[src/rtl/mac_seq_if.sv]
// mac_seq_if: command, result, operand-memory and ALU-side signals of the
// dot-product sequencer, bundled so the sequencer and its environment share
// one typed connection.
interface mac_seq_if #(
   parameter int REG_DATA_WIDTH = 16,
   parameter int ADDR_WIDTH     = 8,
   parameter int LEN_WIDTH      = 8
);
   // command / status
   logic                      start;
   logic [ADDR_WIDTH-1:0]     base_a;
   logic [ADDR_WIDTH-1:0]     base_b;
   logic [LEN_WIDTH-1:0]      len;
   logic                      busy;
   logic                      done;
   logic [REG_DATA_WIDTH-1:0] result;
   // operand memories (synchronous read, one cycle of latency)
   logic [ADDR_WIDTH-1:0]     mem_a_addr;
   logic [ADDR_WIDTH-1:0]     mem_b_addr;
   logic [REG_DATA_WIDTH-1:0] mem_a_rdata;
   logic [REG_DATA_WIDTH-1:0] mem_b_rdata;
   // MAC ALU
   logic [REG_DATA_WIDTH-1:0] alu_rs1;
   logic [REG_DATA_WIDTH-1:0] alu_rs2;
   logic                      alu_funct;
   logic                      alu_mac_en;
   logic [REG_DATA_WIDTH-1:0] alu_rd;

   // environment side: issues commands, owns the memories and the ALU
   modport master (
      output start, base_a, base_b, len, mem_a_rdata, mem_b_rdata, alu_rd,
      input  busy, done, result, mem_a_addr, mem_b_addr,
             alu_rs1, alu_rs2, alu_funct, alu_mac_en
   );

   // sequencer side
   modport slave (
      input  start, base_a, base_b, len, mem_a_rdata, mem_b_rdata, alu_rd,
      output busy, done, result, mem_a_addr, mem_b_addr,
             alu_rs1, alu_rs2, alu_funct, alu_mac_en
   );
endinterface

[src/rtl/mac_seq.sv]
// mac_seq: dot-product sequencer in front of the MAC ALU. A start command
// clears the ALU partial sum (INIT), then issues one multiply-accumulate per
// element (RUN) and captures the ALU result for a one-cycle done pulse.
module mac_seq #(
   parameter int REG_DATA_WIDTH = 16,
   parameter int ADDR_WIDTH     = 8,
   parameter int LEN_WIDTH      = 8
) (
   input  logic       i_clk,
   input  logic       i_rst,
   mac_seq_if.slave   io_bus
);

   typedef enum logic [1:0] {
      ST_IDLE = 2'd0,
      ST_INIT = 2'd1,
      ST_RUN  = 2'd2,
      ST_DONE = 2'd3
   } state_t;

   localparam logic [LEN_WIDTH-1:0]  LEN_ZERO  = LEN_WIDTH'(0);
   localparam logic [LEN_WIDTH-1:0]  LEN_ONE   = LEN_WIDTH'(1);
   localparam logic [LEN_WIDTH:0]    LENX_TWO  = (LEN_WIDTH+1)'(2);
   localparam logic [ADDR_WIDTH-1:0] ADDR_ZERO = ADDR_WIDTH'(0);
   localparam logic [ADDR_WIDTH-1:0] ADDR_ONE  = ADDR_WIDTH'(1);
   localparam logic [REG_DATA_WIDTH-1:0] DATA_ZERO = REG_DATA_WIDTH'(0);

   state_t                    r_state;
   state_t                    w_next;
   logic [LEN_WIDTH-1:0]      r_len;
   logic [LEN_WIDTH-1:0]      r_idx;      // element currently in the ALU during RUN
   logic [ADDR_WIDTH-1:0]     r_addr_a;
   logic [ADDR_WIDTH-1:0]     r_addr_b;
   logic [REG_DATA_WIDTH-1:0] r_result;
   logic                      r_busy;
   logic                      r_done;

   logic                      w_last;     // current RUN cycle carries the final element
   logic                      w_more_init;
   logic                      w_more_run;
   logic [LEN_WIDTH:0]        w_idx_p2;

   logic [REG_DATA_WIDTH-1:0] w_alu_rs1;
   logic [REG_DATA_WIDTH-1:0] w_alu_rs2;
   logic                      w_alu_funct;
   logic                      w_alu_mac_en;

   // Address for element k+1 must already be on the bus during RUN cycle k,
   // so the counter is compared one and two elements ahead.
   assign w_last      = (r_idx == (r_len - LEN_ONE));
   assign w_more_init = (r_len > LEN_ONE);
   assign w_idx_p2    = {1'b0, r_idx} + LENX_TWO;
   assign w_more_run  = (w_idx_p2 < {1'b0, r_len});

   // State register.
   always_ff @(posedge i_clk) begin
      if (i_rst) begin
         r_state <= ST_IDLE;
      end else begin
         r_state <= w_next;
      end
   end

   // Next-state decode.
   always_comb begin
      w_next = r_state;
      case (r_state)
         ST_IDLE: begin
            if (io_bus.start) begin
               w_next = ST_INIT;
            end else begin
               w_next = ST_IDLE;
            end
         end
         ST_INIT: begin
            if (r_len == LEN_ZERO) begin
               w_next = ST_DONE;
            end else begin
               w_next = ST_RUN;
            end
         end
         ST_RUN: begin
            if (w_last) begin
               w_next = ST_DONE;
            end else begin
               w_next = ST_RUN;
            end
         end
         ST_DONE: w_next = ST_IDLE;
         default: w_next = ST_IDLE;
      endcase
   end

   // ALU drive: INIT loads zero into the partial sum, RUN passes memory data
   // straight through (the read data arrives exactly in the RUN cycle).
   always_comb begin
      w_alu_rs1    = DATA_ZERO;
      w_alu_rs2    = DATA_ZERO;
      w_alu_funct  = 1'b0;
      w_alu_mac_en = 1'b0;
      case (r_state)
         ST_INIT: begin
            w_alu_funct  = 1'b1;
            w_alu_mac_en = 1'b1;
         end
         ST_RUN: begin
            w_alu_rs1    = io_bus.mem_a_rdata;
            w_alu_rs2    = io_bus.mem_b_rdata;
            w_alu_mac_en = 1'b1;
         end
         default: begin
            w_alu_mac_en = 1'b0;
         end
      endcase
   end

   // Command capture, element counter, addresses, result and status flags.
   always_ff @(posedge i_clk) begin
      if (i_rst) begin
         r_len    <= LEN_ZERO;
         r_idx    <= LEN_ZERO;
         r_addr_a <= ADDR_ZERO;
         r_addr_b <= ADDR_ZERO;
         r_result <= DATA_ZERO;
         r_busy   <= 1'b0;
         r_done   <= 1'b0;
      end else begin
         r_busy <= (w_next == ST_INIT) || (w_next == ST_RUN);
         r_done <= (w_next == ST_DONE);
         case (r_state)
            ST_IDLE: begin
               if (io_bus.start) begin
                  r_len    <= io_bus.len;
                  r_idx    <= LEN_ZERO;
                  r_addr_a <= io_bus.base_a;
                  r_addr_b <= io_bus.base_b;
               end
            end
            ST_INIT: begin
               if (r_len == LEN_ZERO) begin
                  r_result <= DATA_ZERO;
               end else if (w_more_init) begin
                  r_addr_a <= r_addr_a + ADDR_ONE;
                  r_addr_b <= r_addr_b + ADDR_ONE;
               end
            end
            ST_RUN: begin
               if (w_last) begin
                  r_result <= io_bus.alu_rd;
               end else begin
                  r_idx <= r_idx + LEN_ONE;
                  if (w_more_run) begin
                     r_addr_a <= r_addr_a + ADDR_ONE;
                     r_addr_b <= r_addr_b + ADDR_ONE;
                  end
               end
            end
            default: begin
               r_idx <= r_idx;
            end
         endcase
      end
   end

   assign io_bus.busy       = r_busy;
   assign io_bus.done       = r_done;
   assign io_bus.result     = r_result;
   assign io_bus.mem_a_addr = r_addr_a;
   assign io_bus.mem_b_addr = r_addr_b;
   assign io_bus.alu_rs1    = w_alu_rs1;
   assign io_bus.alu_rs2    = w_alu_rs2;
   assign io_bus.alu_funct  = w_alu_funct;
   assign io_bus.alu_mac_en = w_alu_mac_en;

endmodule

[src/flat_wrapper.sv]
// flat-port wrapper written by rule: the top's interface ports become plain ports
module mac_seq_flat 
#(
   parameter int REG_DATA_WIDTH = 16,
   parameter int ADDR_WIDTH     = 8,
   parameter int LEN_WIDTH      = 8
)
  (i_clk, i_rst, io_bus_start, io_bus_base_a, io_bus_base_b, io_bus_len, io_bus_mem_a_rdata, io_bus_mem_b_rdata, io_bus_alu_rd, io_bus_busy, io_bus_done, io_bus_result, io_bus_mem_a_addr, io_bus_mem_b_addr, io_bus_alu_rs1, io_bus_alu_rs2, io_bus_alu_funct, io_bus_alu_mac_en);
  mac_seq_if #(.REG_DATA_WIDTH(REG_DATA_WIDTH), .ADDR_WIDTH(ADDR_WIDTH), .LEN_WIDTH(LEN_WIDTH)) io_bus_i ();
  input  logic i_clk;
  input  logic i_rst;
  input wire logic [$bits(io_bus_i.start)-1:0] io_bus_start;
  input wire logic [$bits(io_bus_i.base_a)-1:0] io_bus_base_a;
  input wire logic [$bits(io_bus_i.base_b)-1:0] io_bus_base_b;
  input wire logic [$bits(io_bus_i.len)-1:0] io_bus_len;
  input wire logic [$bits(io_bus_i.mem_a_rdata)-1:0] io_bus_mem_a_rdata;
  input wire logic [$bits(io_bus_i.mem_b_rdata)-1:0] io_bus_mem_b_rdata;
  input wire logic [$bits(io_bus_i.alu_rd)-1:0] io_bus_alu_rd;
  output wire logic [$bits(io_bus_i.busy)-1:0] io_bus_busy;
  output wire logic [$bits(io_bus_i.done)-1:0] io_bus_done;
  output wire logic [$bits(io_bus_i.result)-1:0] io_bus_result;
  output wire logic [$bits(io_bus_i.mem_a_addr)-1:0] io_bus_mem_a_addr;
  output wire logic [$bits(io_bus_i.mem_b_addr)-1:0] io_bus_mem_b_addr;
  output wire logic [$bits(io_bus_i.alu_rs1)-1:0] io_bus_alu_rs1;
  output wire logic [$bits(io_bus_i.alu_rs2)-1:0] io_bus_alu_rs2;
  output wire logic [$bits(io_bus_i.alu_funct)-1:0] io_bus_alu_funct;
  output wire logic [$bits(io_bus_i.alu_mac_en)-1:0] io_bus_alu_mac_en;
  assign io_bus_i.start = io_bus_start;
  assign io_bus_i.base_a = io_bus_base_a;
  assign io_bus_i.base_b = io_bus_base_b;
  assign io_bus_i.len = io_bus_len;
  assign io_bus_i.mem_a_rdata = io_bus_mem_a_rdata;
  assign io_bus_i.mem_b_rdata = io_bus_mem_b_rdata;
  assign io_bus_i.alu_rd = io_bus_alu_rd;
  assign io_bus_busy = io_bus_i.busy;
  assign io_bus_done = io_bus_i.done;
  assign io_bus_result = io_bus_i.result;
  assign io_bus_mem_a_addr = io_bus_i.mem_a_addr;
  assign io_bus_mem_b_addr = io_bus_i.mem_b_addr;
  assign io_bus_alu_rs1 = io_bus_i.alu_rs1;
  assign io_bus_alu_rs2 = io_bus_i.alu_rs2;
  assign io_bus_alu_funct = io_bus_i.alu_funct;
  assign io_bus_alu_mac_en = io_bus_i.alu_mac_en;
  mac_seq #(.REG_DATA_WIDTH(REG_DATA_WIDTH), .ADDR_WIDTH(ADDR_WIDTH), .LEN_WIDTH(LEN_WIDTH)) u_core (.i_clk(i_clk), .i_rst(i_rst), .io_bus(io_bus_i));
endmodule
[config.mk]
export PLATFORM = sky130hd
export DESIGN_NAME = mac_seq_flat
export DESIGN_NICKNAME = d
export VERILOG_FILES = /design/src/rtl/mac_seq_if.sv /design/src/rtl/mac_seq.sv /design/src/flat_wrapper.sv
export SDC_FILE = /design/constraint.sdc
export NUM_CORES = 1
export LEC_CHECK = 0
export ABC_CLOCK_PERIOD_IN_PS = 3750
export CAP_MARGIN = 5
export CORE_AREA = 2 2 91 93
export DETAILED_ROUTE_END_ITERATION = 10
export DIE_AREA = 0 0 93 95
export PLACE_DENSITY = 0.8
export SYNTH_ARGS = -nofsm -noshare
export SYNTH_HDL_FRONTEND = slang
export SYNTH_SLANG_ARGS = --single-unit
[constraint.sdc]
create_clock -name i_clk -period 3.75 [get_ports i_clk]
set_clock_uncertainty 0.2 [all_clocks]
set_input_delay 1.125 -clock i_clk [delete_from_list [all_inputs] [get_ports i_clk]]
set_output_delay 1.125 -clock i_clk [all_outputs]
set_load 0.03 [all_outputs]
==> insert_results.sql, run 1 <==
INSERT INTO impl_metrics (metric_group, metric, value, unit) VALUES
('timing', 'fmax', '270.7', 'MHz'),
('cells_and_area', 'final.fill_count', '676', ''),
('yosys', 'synthesis.area_per_instance', '8.614', 'sq um'),
('yosys', 'post_synth_most_frequent_cells', 'sky130_fd_sc_hd__dfxtp_1 (52), sky130_fd_sc_hd__and2_1 (33), sky130_fd_sc_hd__nand2_1 (31), sky130_fd_sc_hd__mux2i_1 (22), sky130_fd_sc_hd__nor2_1 (22)', ''),
('timing', 'post-route-worst-setup-slack', '0.05578', 'ns'),
('cells_and_area', 'instances_no_fill', '621', ''),
('floorplan', 'die_w', '93', 'um'),
('timing', 'hold_ws', '0.2868', 'ns'),
('global_routing', 'grt.total_usage', '20.76', '%'),
('timing', 'post-route-period-util', '98.51', '%'),
('timing', 'worst_slew_pin_slew', '0.7023', 'ns'),
('clocking', 'worstSkewPairLatency', '0.31', 'ns'),
('clocking', 'ctsLongestPathBuffers', '2', ''),
('yosys', 'synth_largest_type_area_fraction', '31.72', '%'),
('setup_path', 'path_class', 'primary input to output port', ''),
('setup_path', 'worst_ep_arrival_time', '2.37', 'ns'),
('yosys', 'synth_xor_area_share', '7.205', '%'),
('route', 'antenna_left', '0', ''),
('min_path', 'holdCritPathClass', 'register to register', ''),
('clocking', 'clk_transition_reported_paths', '0.11', 'ns'),
('setup_path', 'worst_setup_path_end_kind', 'output port', ''),
('place', 'post-dp-hpwl', '7063', 'um'),
('floorplan', 'floorplan.rows', '33', ''),
('timing', 'fin_crit', '3.694', 'ns'),
('yosys', 'synthesis.yosys.warnings', '0', ''),
('yosys', 'post_synth_instance_area', '3282', 'sq um'),
('global_routing', 'grt_start_max_net_pins', '41', ''),
('cells_and_area', 'final_core_utilization', '61.33', '%'),
('place', 'placed_cells', '613', ''),
('clocking', 'tritoncts', 'built', ''),
('yosys', 'synth_top_family_by_area', 'simple AND/OR/NAND/NOR gates', ''),
('clocking', 'clock_sink_count', '52', ''),
('route', 'drc', '0', ''),
('timing', 'setup-violations-final', '0', ''),
('setup_path', 'timing.critical_path.required', '2.42', 'ns'),
('setup_path', 'maximum_fanout_encountered_on_the_critical_timing_path', '1', ''),
('yosys', 'synth-seq-area-share', '31.72', '%'),
('yosys', 'synth_enable_flop_cells', '0', ''),
('cells_and_area', 'syn2layout_area_growth', '48.15', '%'),
('cells_and_area', 'storage_cell_area', '1041', 'sq um'),
('power', 'pwr_density_cell', '342.5', 'nW/um^2'),
('outcome', 'outcome', 'complete, no violations', ''),
('run', 'drv_cap', '0', ''),
('yosys', 'ys_dominant_reg_cell', 'sky130_fd_sc_hd__dfxtp_1', ''),
('route', 'detailroute.via_count', '3233', ''),
('cells_and_area', 'final_nets', '609', ''),
('global_routing', 'first_global_vias', '3218', ''),
('floorplan', 'overall_die_area', '8835', 'sq um'),
('yosys', 'post-synth-top-area-cell', 'sky130_fd_sc_hd__dfxtp_1', ''),
('route', 'detailedRoute.firstPassIterationCount', '4', ''),
('global_routing', 'grt_pass1_wl', '14990', 'um'),
('clocking', 'cts-buffers-inserted', '5', ''),
('route', 'avgViaCountPerCell', '5.206', ''),
('global_routing', 'grt_overflow_total', '0', ''),
('floorplan', 'die_height', '95', 'um'),
('setup_path', 'critical_path.startpoint_type', 'primary input', ''),
('route', 'initialDrtViolationCount', '159', ''),
('cells_and_area', 'n_antenna_cell', '0', ''),
('clocking', 'root_buffer', 'sky130_fd_sc_hd__clkbuf_8', ''),
('timing', 'maxSlewHeadroom', '53.18', '%'),
('clocking', 'postCtsSetupRepairBufs', '0', ''),
('yosys', 'muxShareOfSynthArea', '7.396', '%'),
('route', 'routed_wirelength_normalized_by_instance_count', '14.78', 'um'),
('floorplan', 'design.core.area', '7928', 'sq um'),
('yosys', 'synth-compound-area-share', '16.66', '%'),
('place', 'place_ws', '0.05691', 'ns'),
('setup_path', 'worstRegToRegCells', '10', ''),
('power', 'power.static_leakage', '0.001989', 'uW'),
('yosys', 'post_synth_inst_count', '381', ''),
('yosys', 'synthesized_area_fraction_occupied_by_adder_cells', '7.244', '%'),
('floorplan', 'num_io_pins', '143', '');
==> critical path, cell delays in order <==
cell and delay, ns:
sky130_fd_sc_hd__clkdlybuf4s50_1 0.46, sky130_fd_sc_hd__and2_1 0.12, sky130_fd_sc_hd__clkdlybuf4s50_1 0.66
==> report_power, final <==
group / switching (uW) / internal (uW)
clock network: 211 / 136
logic: 348 / 314
registers: 58.2 / 598
total: 617 / 1050
==> placed cells by master (no fill, tap or decap), drive strengths merged, types with 3 or more instances in the layout <==
master / instances
and3: 7
nor2b: 4
a21oi: 18
dfxtp: 52
buf: 18
nand2: 31
xor2: 16
nand2b: 15
inv: 17
and2: 33
nand3: 16
clkbuf: 5
xnor2: 11
ha: 19
nor2: 22
nand4: 3
a211oi: 4
or3: 7
o21ai: 8
clkdlybuf4s50: 131
a22o: 16
a211o: 13
mux2i: 22
==> metal layers <==
metal	track usage, %	vias to the layer above	wire [um]
met5	0	-	0
met4	7.108	0	170
met3	5.108	14	719
met2	37.38	128	4549
met1	24.03	1497	3738
li1	-	1594	-
==> worst paths after layout <==
| path | startpoint | endpoint | slack, ns |
|---|---|---|---|
| min | u_core.io_bus.result[6] | u_core.io_bus.result[6] | 0.29 |
| max reg2reg | u_core.r_idx[2] | u_core.io_bus.mem_b_addr[5] | 0.58 |
| max | io_bus_mem_a_rdata[12] | io_bus_alu_rs1[12] | 0.06 |
| min reg2reg | u_core.io_bus.result[6] | u_core.io_bus.result[6] | 0.29 |
==> flip-flops by register name, indices dropped and copies added (netlist names) <==
register                  count
u_core.r_len                  8
u_core.io_bus.mem_a_addr      8
u_core.r_idx                  8
u_core.io_bus.mem_b_addr      8
u_core.io_bus.busy            1
u_core.r_state                2
u_core.io_bus.done            1
u_core.io_bus.result         16
==> logic make-up after synthesis <==
kind of cell    Yosys count
fa+ha+maj                19
simple gates            147
flops                    52
compound gates           72
xor+xnor                 27
buf+inv                  40
mux                      24
==> stage by stage <==
stage                     power (uW)  cell area, sq um
after floorplan                 1076              3282
after global placement          1318              4762
after detailed placement        1333              4762
after CTS                       1679              4857
after global routing            1760              4862
final                           1665              4862
==> repair_timing <==
action                     4_1_cts  5_1_grt
hold buffers                     0        0
setup endpoints to repair        0        2
gates resized for setup          0        2
==> final cells by class <==
type | instances | area share, %
inverters | 16 | 1.235
flip-flops and latches | 52 | 21.41
repair buffers | 151 | 30.47
multi-input cells | 289 | 42.23
clock buffers | 5 | 1.415
clock inverters | 3 | 0.5404
well taps | 105 | 2.702
(Power assumes the default switching activity.)
==> run 2, diff against run 1 <==
==> constraint.sdc (replaced) <==
create_clock -name i_clk -period 3.75 [get_ports i_clk]
set_clock_uncertainty 0.2 [all_clocks]
set_input_delay 0.375 -clock i_clk [delete_from_list [all_inputs] [get_ports i_clk]]
set_output_delay 0.375 -clock i_clk [all_outputs]
set_load 0.03 [all_outputs]
==> insert_results.sql, run 2 (same netlist as run 1, synthesis figures left out) <==
INSERT INTO impl_metrics (metric_group, metric, value, unit) VALUES
('clocking', 'clock_tree.htree_level_count', '2', ''),
('route', 'antenna_left', '0', ''),
('global_routing', 'grt_start_max_net_pins', '37', ''),
('setup_path', 'timing.critical_path.cells', 'ha_1 > nand3_1 > xnor2_1 > ha_1 > o211a_1 > o31ai_1 > a21oi_1 > a211o_1 > buf_4 > mux2i_1', ''),
('floorplan', 'initial_core_util', '41.40', '%'),
('route', 'detailedRoute.firstPassIterationCount', '4', ''),
('setup_path', 'worstRegToRegCells', '10', ''),
('clocking', 'tritoncts', 'built', ''),
('timing', 'report.final.slew_viol_count', '0', ''),
('power', 'total_power_consumption', '1653', 'uW'),
('route', 'drc', '0', ''),
('clocking', 'clock_sink_count', '52', ''),
('setup_path', 'regToRegEndpoint', 'u_core.io_bus.mem_b_addr[2]', ''),
('cells_and_area', 'final_common_cell', 'sky130_fd_sc_hd__clkdlybuf4s50_1', ''),
('floorplan', 'overall_die_area', '8835', 'sq um'),
('setup_path', 'rrSetupSlack', '0.66', 'ns'),
('setup_path', 'critPathSlowestCell', 'sky130_fd_sc_hd__dfxtp_1', ''),
('setup_path', 'worst_ep_arrival_time', '3.13', 'ns'),
('setup_path', 'maximum_fanout_encountered_on_the_critical_timing_path', '10', ''),
('setup_path', 'critPathMaxStageDelay', '0.54', 'ns'),
('cells_and_area', 'n_antenna_cell', '0', ''),
('timing', 'worst_slew_pin_slew', '0.8525', 'ns'),
('min_path', 'holdCritPathClass', 'register to register', ''),
('timing', 'maxSlewHeadroom', '43.17', '%'),
('clocking', 'postCtsSetupRepairBufs', '0', ''),
('clocking', 'cts-buffers-inserted', '5', ''),
('setup_path', 'worst_setup_path_end_kind', 'register', ''),
('setup_path', 'critical_path.startpoint_type', 'register', ''),
('clocking', 'ctsLongestPathBuffers', '2', ''),
('timing', 'hold_ws', '0.2948', 'ns'),
('timing', 'setup-violations-final', '0', ''),
('setup_path', 'worst_path_dominant_cell_family', 'compound AO/OA/AOI/OAI gates', ''),
('cells_and_area', 'most_frequent_cells_in_the_layout', 'sky130_fd_sc_hd__clkdlybuf4s50_1 (141), sky130_fd_sc_hd__dfxtp_1 (52), sky130_fd_sc_hd__and2_1 (33)', ''),
('floorplan', 'floorplan.rows', '33', ''),
('place', 'io_buffers', '142', ''),
('setup_path', 'path_class', 'register to register', ''),
('cells_and_area', 'largest_register_ffs', '16', ''),
('floorplan', 'design.core.area', '7928', 'sq um'),
('clocking', 'clk_transition_reported_paths', '0.10', 'ns'),
('route', 'avgViaCountPerCell', '5.149', ''),
('clocking', 'root_buffer', 'sky130_fd_sc_hd__clkbuf_8', ''),
('global_routing', 'grt_overflow_total', '0', ''),
('setup_path', 'critical_path.endpoint', 'u_core.io_bus.mem_b_addr[2]', ''),
('setup_path', 'critical-path-top-cell-by-count', 'sky130_fd_sc_hd__ha_1', ''),
('route', 'detailroute.via_count', '3177', ''),
('place', 'post-dp-hpwl', '7089', 'um'),
('setup_path', 'startpoint', 'u_core.r_idx[2]', ''),
('setup_path', 'timing.critical_path.required', '3.79', 'ns'),
('global_routing', 'grt_antenna_before_repair', '0', ''),
('cells_and_area', 'instances_no_fill', '617', ''),
('global_routing', 'first_global_vias', '3037', ''),
('power', 'comb_power_share', '39.8', '%'),
('clocking', 'worstSkewPairLatency', '0.31', 'ns'),
('setup_path', 'path_depth', '10', ''),
('cells_and_area', 'drive_gt1_share', '4.297', '%'),
('timing', 'rsz0062_at_grt', 'no', ''),
('timing', 'fin_crit', '3.089', 'ns'),
('route', 'initialDrtViolationCount', '100', ''),
('run', 'drv_cap', '0', ''),
('power', 'power.static_leakage', '0.001915', 'uW'),
('global_routing', 'grt.total_usage', '20.35', '%'),
('floorplan', 'die_height', '95', 'um'),
('power', 'clkPwrFrac', '20.4', '%'),
('power', 'pwr_density_cell', '341.9', 'nW/um^2'),
('global_routing', 'grt_pass1_wl', '14640', 'um'),
('power', 'ir_drop', '0.3124', 'mV'),
('route', 'routed_wirelength_normalized_by_instance_count', '14.77', 'um'),
('timing', 'fmax', '323.8', 'MHz'),
('power', 'sw_share', '36.79', '%'),
('power', 'p_int', '1045', 'uW'),
('outcome', 'outcome', 'complete, no violations', ''),
('clocking', 'cts_resized', '0', ''),
('floorplan', 'num_io_pins', '143', ''),
('clocking', 'holdBufCountCts', '0', ''),
('power', 'power.net_switching', '608.0', 'uW'),
('place', 'placed_cells', '609', ''),
('cells_and_area', 'syn2layout_area_growth', '47.31', '%'),
('place', 'placer_congestion', '0.8875', ''),
('route', 'drt_wl_total', '9115', 'um'),
('timing', 'hold_viol', '0', ''),
('power', 'sequentialPowerShare', '39.8', '%'),
('floorplan', 'die_w', '93', 'um'),
('cells_and_area', 'final_core_utilization', '60.98', '%'),
('timing', 'post-route-period-util', '82.37', '%'),
('cells_and_area', 'final_nets', '605', ''),
('setup_path', 'crit-reg2reg-launch', 'u_core.r_idx[2]', ''),
('setup_path', 'worst-path-buf-inv', '1', ''),
('timing', 'setup_total_negative_slack', '0', 'ns');
==> run 2: cell count changes in the layout (fill, tap and decap cells not counted), sizes merged <==
cell / change
clkdlybuf4s50: +10
dlymetal6s2s: -2
buf: -12
==> run 2: how the worst min path moves through the flow <==
stage | start | to | slack (ns) | depth (start not counted)
after floorplan | u_core.r_len[1] | u_core.r_len[1] | 0.25 | 2
after global placement | u_core.io_bus.result[7] | u_core.io_bus.result[7] | 0.26 | 1
after detailed placement | u_core.io_bus.result[6] | u_core.io_bus.result[6] | 0.27 | 1
after CTS | u_core.io_bus.result[6] | u_core.io_bus.result[6] | 0.30 | 1
after global routing | u_core.io_bus.result[6] | u_core.io_bus.result[6] | 0.31 | 1
final | u_core.io_bus.result[1] | u_core.io_bus.result[1] | 0.29 | 1
==> run 2: power by group through the flow <==
stage,Combinational [uW],Sequential (uW),Clock (uW)
2_1_floorplan,353,723,0
3_3_place_gp,651,667,0
3_5_place_dp,660,669,0
4_1_cts,663,657,344
5_1_grt,716,665,363
6_report,658,657,337
==> run 2: routing by layer <==
metal  global-route usage, %  vias to the layer above  part of all wire, %
met3                   4.230                        8                  7.4
met2                   38.04                      117                   50
met5                       0                        -                    0
li1                        -                     1580                    -
met4                   4.289                        0                  1.1
met1                   23.99                     1472                   42
==> run 2: area by class of cell <==
| cell class | instances | area, sq um |
|---|---|---|
| repair buffers | 147 | 1454 |
| flip-flops and latches | 52 | 1041 |
| clock buffers | 5 | 68.82 |
| fillers | 702 | 3093 |
| clock inverters | 3 | 26.28 |
| multi-input cells | 289 | 2053 |
| well taps | 105 | 131.4 |
| inverters | 16 | 60.06 |
==> run 2: metrics by stage <==
stage / instance area (sq um) / setup slack [ns]
2_1_floorplan: 3282 / 1.069
3_3_place_gp: 4740 / 0.7868
3_5_place_dp: 4740 / 0.6849
4_1_cts: 4835 / 0.6536
5_1_grt: 4835 / 0.4781
6_report: 4835 / 0.6612
==> run 3, diff against run 2 <==
ABC_CLOCK_PERIOD_IN_PS = 2600   (was 3750)
CORE_AREA = 2 2 95 97   (was 2 2 91 93)
DIE_AREA = 0 0 97 99   (was 0 0 93 95)
PLACE_DENSITY = 0.77   (was 0.8)
clock period = 2.6 ns   (was 3.75 ns; I/O delays follow)
==> insert_results.sql, run 3 (same netlist as run 1, synthesis figures left out) <==
INSERT INTO impl_metrics (metric_group, metric, value, unit) VALUES
('outcome', 'outcome', 'complete, no violations', ''),
('clocking', 'ctsLongestPathBuffers', '2', ''),
('power', 'pwr_density_cell', '478.5', 'nW/um^2'),
('cells_and_area', 'n_antenna_cell', '0', ''),
('clocking', 'clock_sink_count', '52', ''),
('floorplan', 'die_w', '97', 'um'),
('timing', 'fmax', '401.2', 'MHz'),
('global_routing', 'grt_overflow_total', '0', ''),
('route', 'routed_wirelength_normalized_by_instance_count', '14.63', 'um'),
('clocking', 'root_buffer', 'sky130_fd_sc_hd__clkbuf_8', ''),
('clocking', 'cts-buffers-inserted', '5', ''),
('floorplan', 'initial_core_util', '38.38', '%'),
('place', 'io_buffers', '142', ''),
('global_routing', 'grt_start_max_net_pins', '46', ''),
('clocking', 'clk_transition_reported_paths', '0.10', 'ns'),
('route', 'drc', '0', ''),
('floorplan', 'num_io_pins', '143', ''),
('clocking', 'tritoncts', 'built', ''),
('run', 'drv_cap', '0', ''),
('clocking', 'clock_tree.htree_level_count', '2', ''),
('route', 'detailedRoute.firstPassIterationCount', '4', ''),
('cells_and_area', 'final_area', '5070', 'sq um'),
('cells_and_area', 'largest_register_ffs', '16', ''),
('floorplan', 'design.core.area', '8551', 'sq um'),
('power', 'ir_drop', '0.4332', 'mV'),
('route', 'antenna_left', '0', ''),
('setup_path', 'timing.critical_path.required', '2.61', 'ns'),
('timing', 'setup-violations-final', '0', ''),
('route', 'avgViaCountPerCell', '5.095', ''),
('global_routing', 'grt_pass1_wl', '15100', 'um'),
('timing', 'post-route-period-util', '95.87', '%'),
('cells_and_area', 'syn2layout_area_growth', '54.48', '%'),
('timing', 'fin_crit', '2.493', 'ns'),
('floorplan', 'overall_die_area', '9603', 'sq um'),
('setup_path', 'worst_setup_path_end_kind', 'register', ''),
('clocking', 'worstSkewPairLatency', '0.31', 'ns'),
('place', 'post-dp-hpwl', '7201', 'um'),
('setup_path', 'maximum_fanout_encountered_on_the_critical_timing_path', '7', ''),
('cells_and_area', 'drive_gt1_share', '17.54', '%'),
('place', 'placed_cells', '632', ''),
('setup_path', 'path_class', 'register to register', ''),
('timing', 'setup_total_negative_slack', '0', 'ns'),
('timing', 'rsz0062_at_grt', 'yes', ''),
('global_routing', 'grt.total_usage', '18.88', '%'),
('setup_path', 'timing.critical_path.cells', 'and3_4 > and3_4 > xor2_1 > ha_1 > a21o_1 > a211oi_2 > a21oi_2 > a211o_1 > buf_4 > mux2i_1', ''),
('setup_path', 'critPathMaxStageDelay', '0.38', 'ns'),
('route', 'detailroute.via_count', '3281', ''),
('timing', 'maxSlewHeadroom', '63.88', '%'),
('floorplan', 'floorplan.rows', '34', ''),
('setup_path', 'worst_ep_arrival_time', '2.50', 'ns'),
('setup_path', 'critical_path.startpoint_type', 'register', ''),
('global_routing', 'grt_antenna_before_repair', '0', ''),
('cells_and_area', 'final_common_cell', 'sky130_fd_sc_hd__clkdlybuf4s50_1', ''),
('cells_and_area', 'most_frequent_cells_in_the_layout', 'sky130_fd_sc_hd__clkdlybuf4s50_1 (109), sky130_fd_sc_hd__buf_4 (56), sky130_fd_sc_hd__dfxtp_1 (47)', ''),
('setup_path', 'worst-path-buf-inv', '1', ''),
('setup_path', 'critPathSlowestCell', 'sky130_fd_sc_hd__a211o_1', ''),
('floorplan', 'die_height', '99', 'um'),
('route', 'drt_wl_total', '9424', 'um'),
('setup_path', 'critical-path-top-cell-by-count', 'sky130_fd_sc_hd__and3_4', ''),
('cells_and_area', 'instances_no_fill', '644', ''),
('place', 'placer_congestion', '0.8924', ''),
('min_path', 'holdCritPathClass', 'primary input to register', ''),
('power', 'power.static_leakage', '0.002129', 'uW'),
('timing', 'worst_slew_pin_slew', '0.5398', 'ns'),
('cells_and_area', 'final_core_utilization', '59.29', '%'),
('timing', 'hold_viol', '0', ''),
('cells_and_area', 'final_nets', '629', ''),
('setup_path', 'worst_path_dominant_cell_family', 'compound AO/OA/AOI/OAI gates', ''),
('route', 'initialDrtViolationCount', '84', ''),
('global_routing', 'first_global_vias', '3166', ''),
('timing', 'report.final.slew_viol_count', '0', ''),
('place', 'placed_cell_area', '4856', 'sq um');
run 3: cell types whose count changed in the layout (fill, tap and decap cells not counted), sizes merged:
cell           before  now
buf                 6   62
clkdlybuf4s50     141  109
clkinvlp            2    0
clkbuf              5    6
clkinv              0    1
run 3: routing by layer:
metal	GRT usage (%)	part of all wire (%)	vias up	routed length, um
met3	4.610	7.3	13	689
met1	22.82	42	1508	3992
met4	5.092	1.3	0	123
met5	0	0	-	0
li1	-	-	1628	-
met2	33.55	49	132	4618
run 3: cell type report:
| class | instances | area [sq um] |
|---|---|---|
| well taps | 108 | 135.1 |
| fillers | 749 | 3481 |
| multi-input cells | 289 | 2133 |
| clock buffers | 6 | 72.57 |
| inverters | 16 | 60.06 |
| flip-flops and latches | 52 | 1047 |
| repair buffers | 171 | 1608 |
| clock inverters | 2 | 13.76 |
run 3: worst min-delay path: cells and delay by family:
family,cells,cell delay (ns)
buf+inv,1,0.22
simple gates,1,0.14
mux,1,0.06
run 3: per-stage QoR:
stage	total power (uW)	setup WS (ns)	hold WS [ns]
floorplan	1552	0.003251	0.1855
global placement	1922	0.05716	0.2641
detailed placement	1946	-0.005647	0.2632
CTS	2413	0.02711	0.1949
global route	2563	-0.05675	0.2264
finish	2426	0.1075	0.2056
run 3: worst paths after layout:
| check | from | slack [ns] | depth (start not counted) | to |
|---|---|---|---|---|
| setup / recovery | u_core.r_idx[5] | 0.11 | 10 | u_core.io_bus.mem_b_addr[4] |
| hold / removal | i_rst | 0.21 | 3 | u_core.r_idx[5] |
| setup reg to reg | u_core.r_idx[5] | 0.11 | 10 | u_core.io_bus.mem_b_addr[4] |
| hold reg to reg | u_core.io_bus.result[9] | 0.29 | 1 | u_core.io_bus.result[9] |
run 3: what timing repair did:
| item | 4_1_cts | 5_1_grt |
|---|---|---|
| setup buffers | 2 | 2 |
| gates resized for setup | 0 | 21 |
| pin swaps | 1 | 3 |
| hold buffers | 0 | 0 |
| setup endpoints to repair | 9 | 33 |
run 3: power breakdown:
| group | switching [uW] | leakage (uW) | internal [uW] |
|---|---|---|---|
| logic | 525 | 0.00166 | 485 |
| registers | 82.8 | 0.000426 | 862 |
| clock network | 278 | 0.0000456 | 193 |
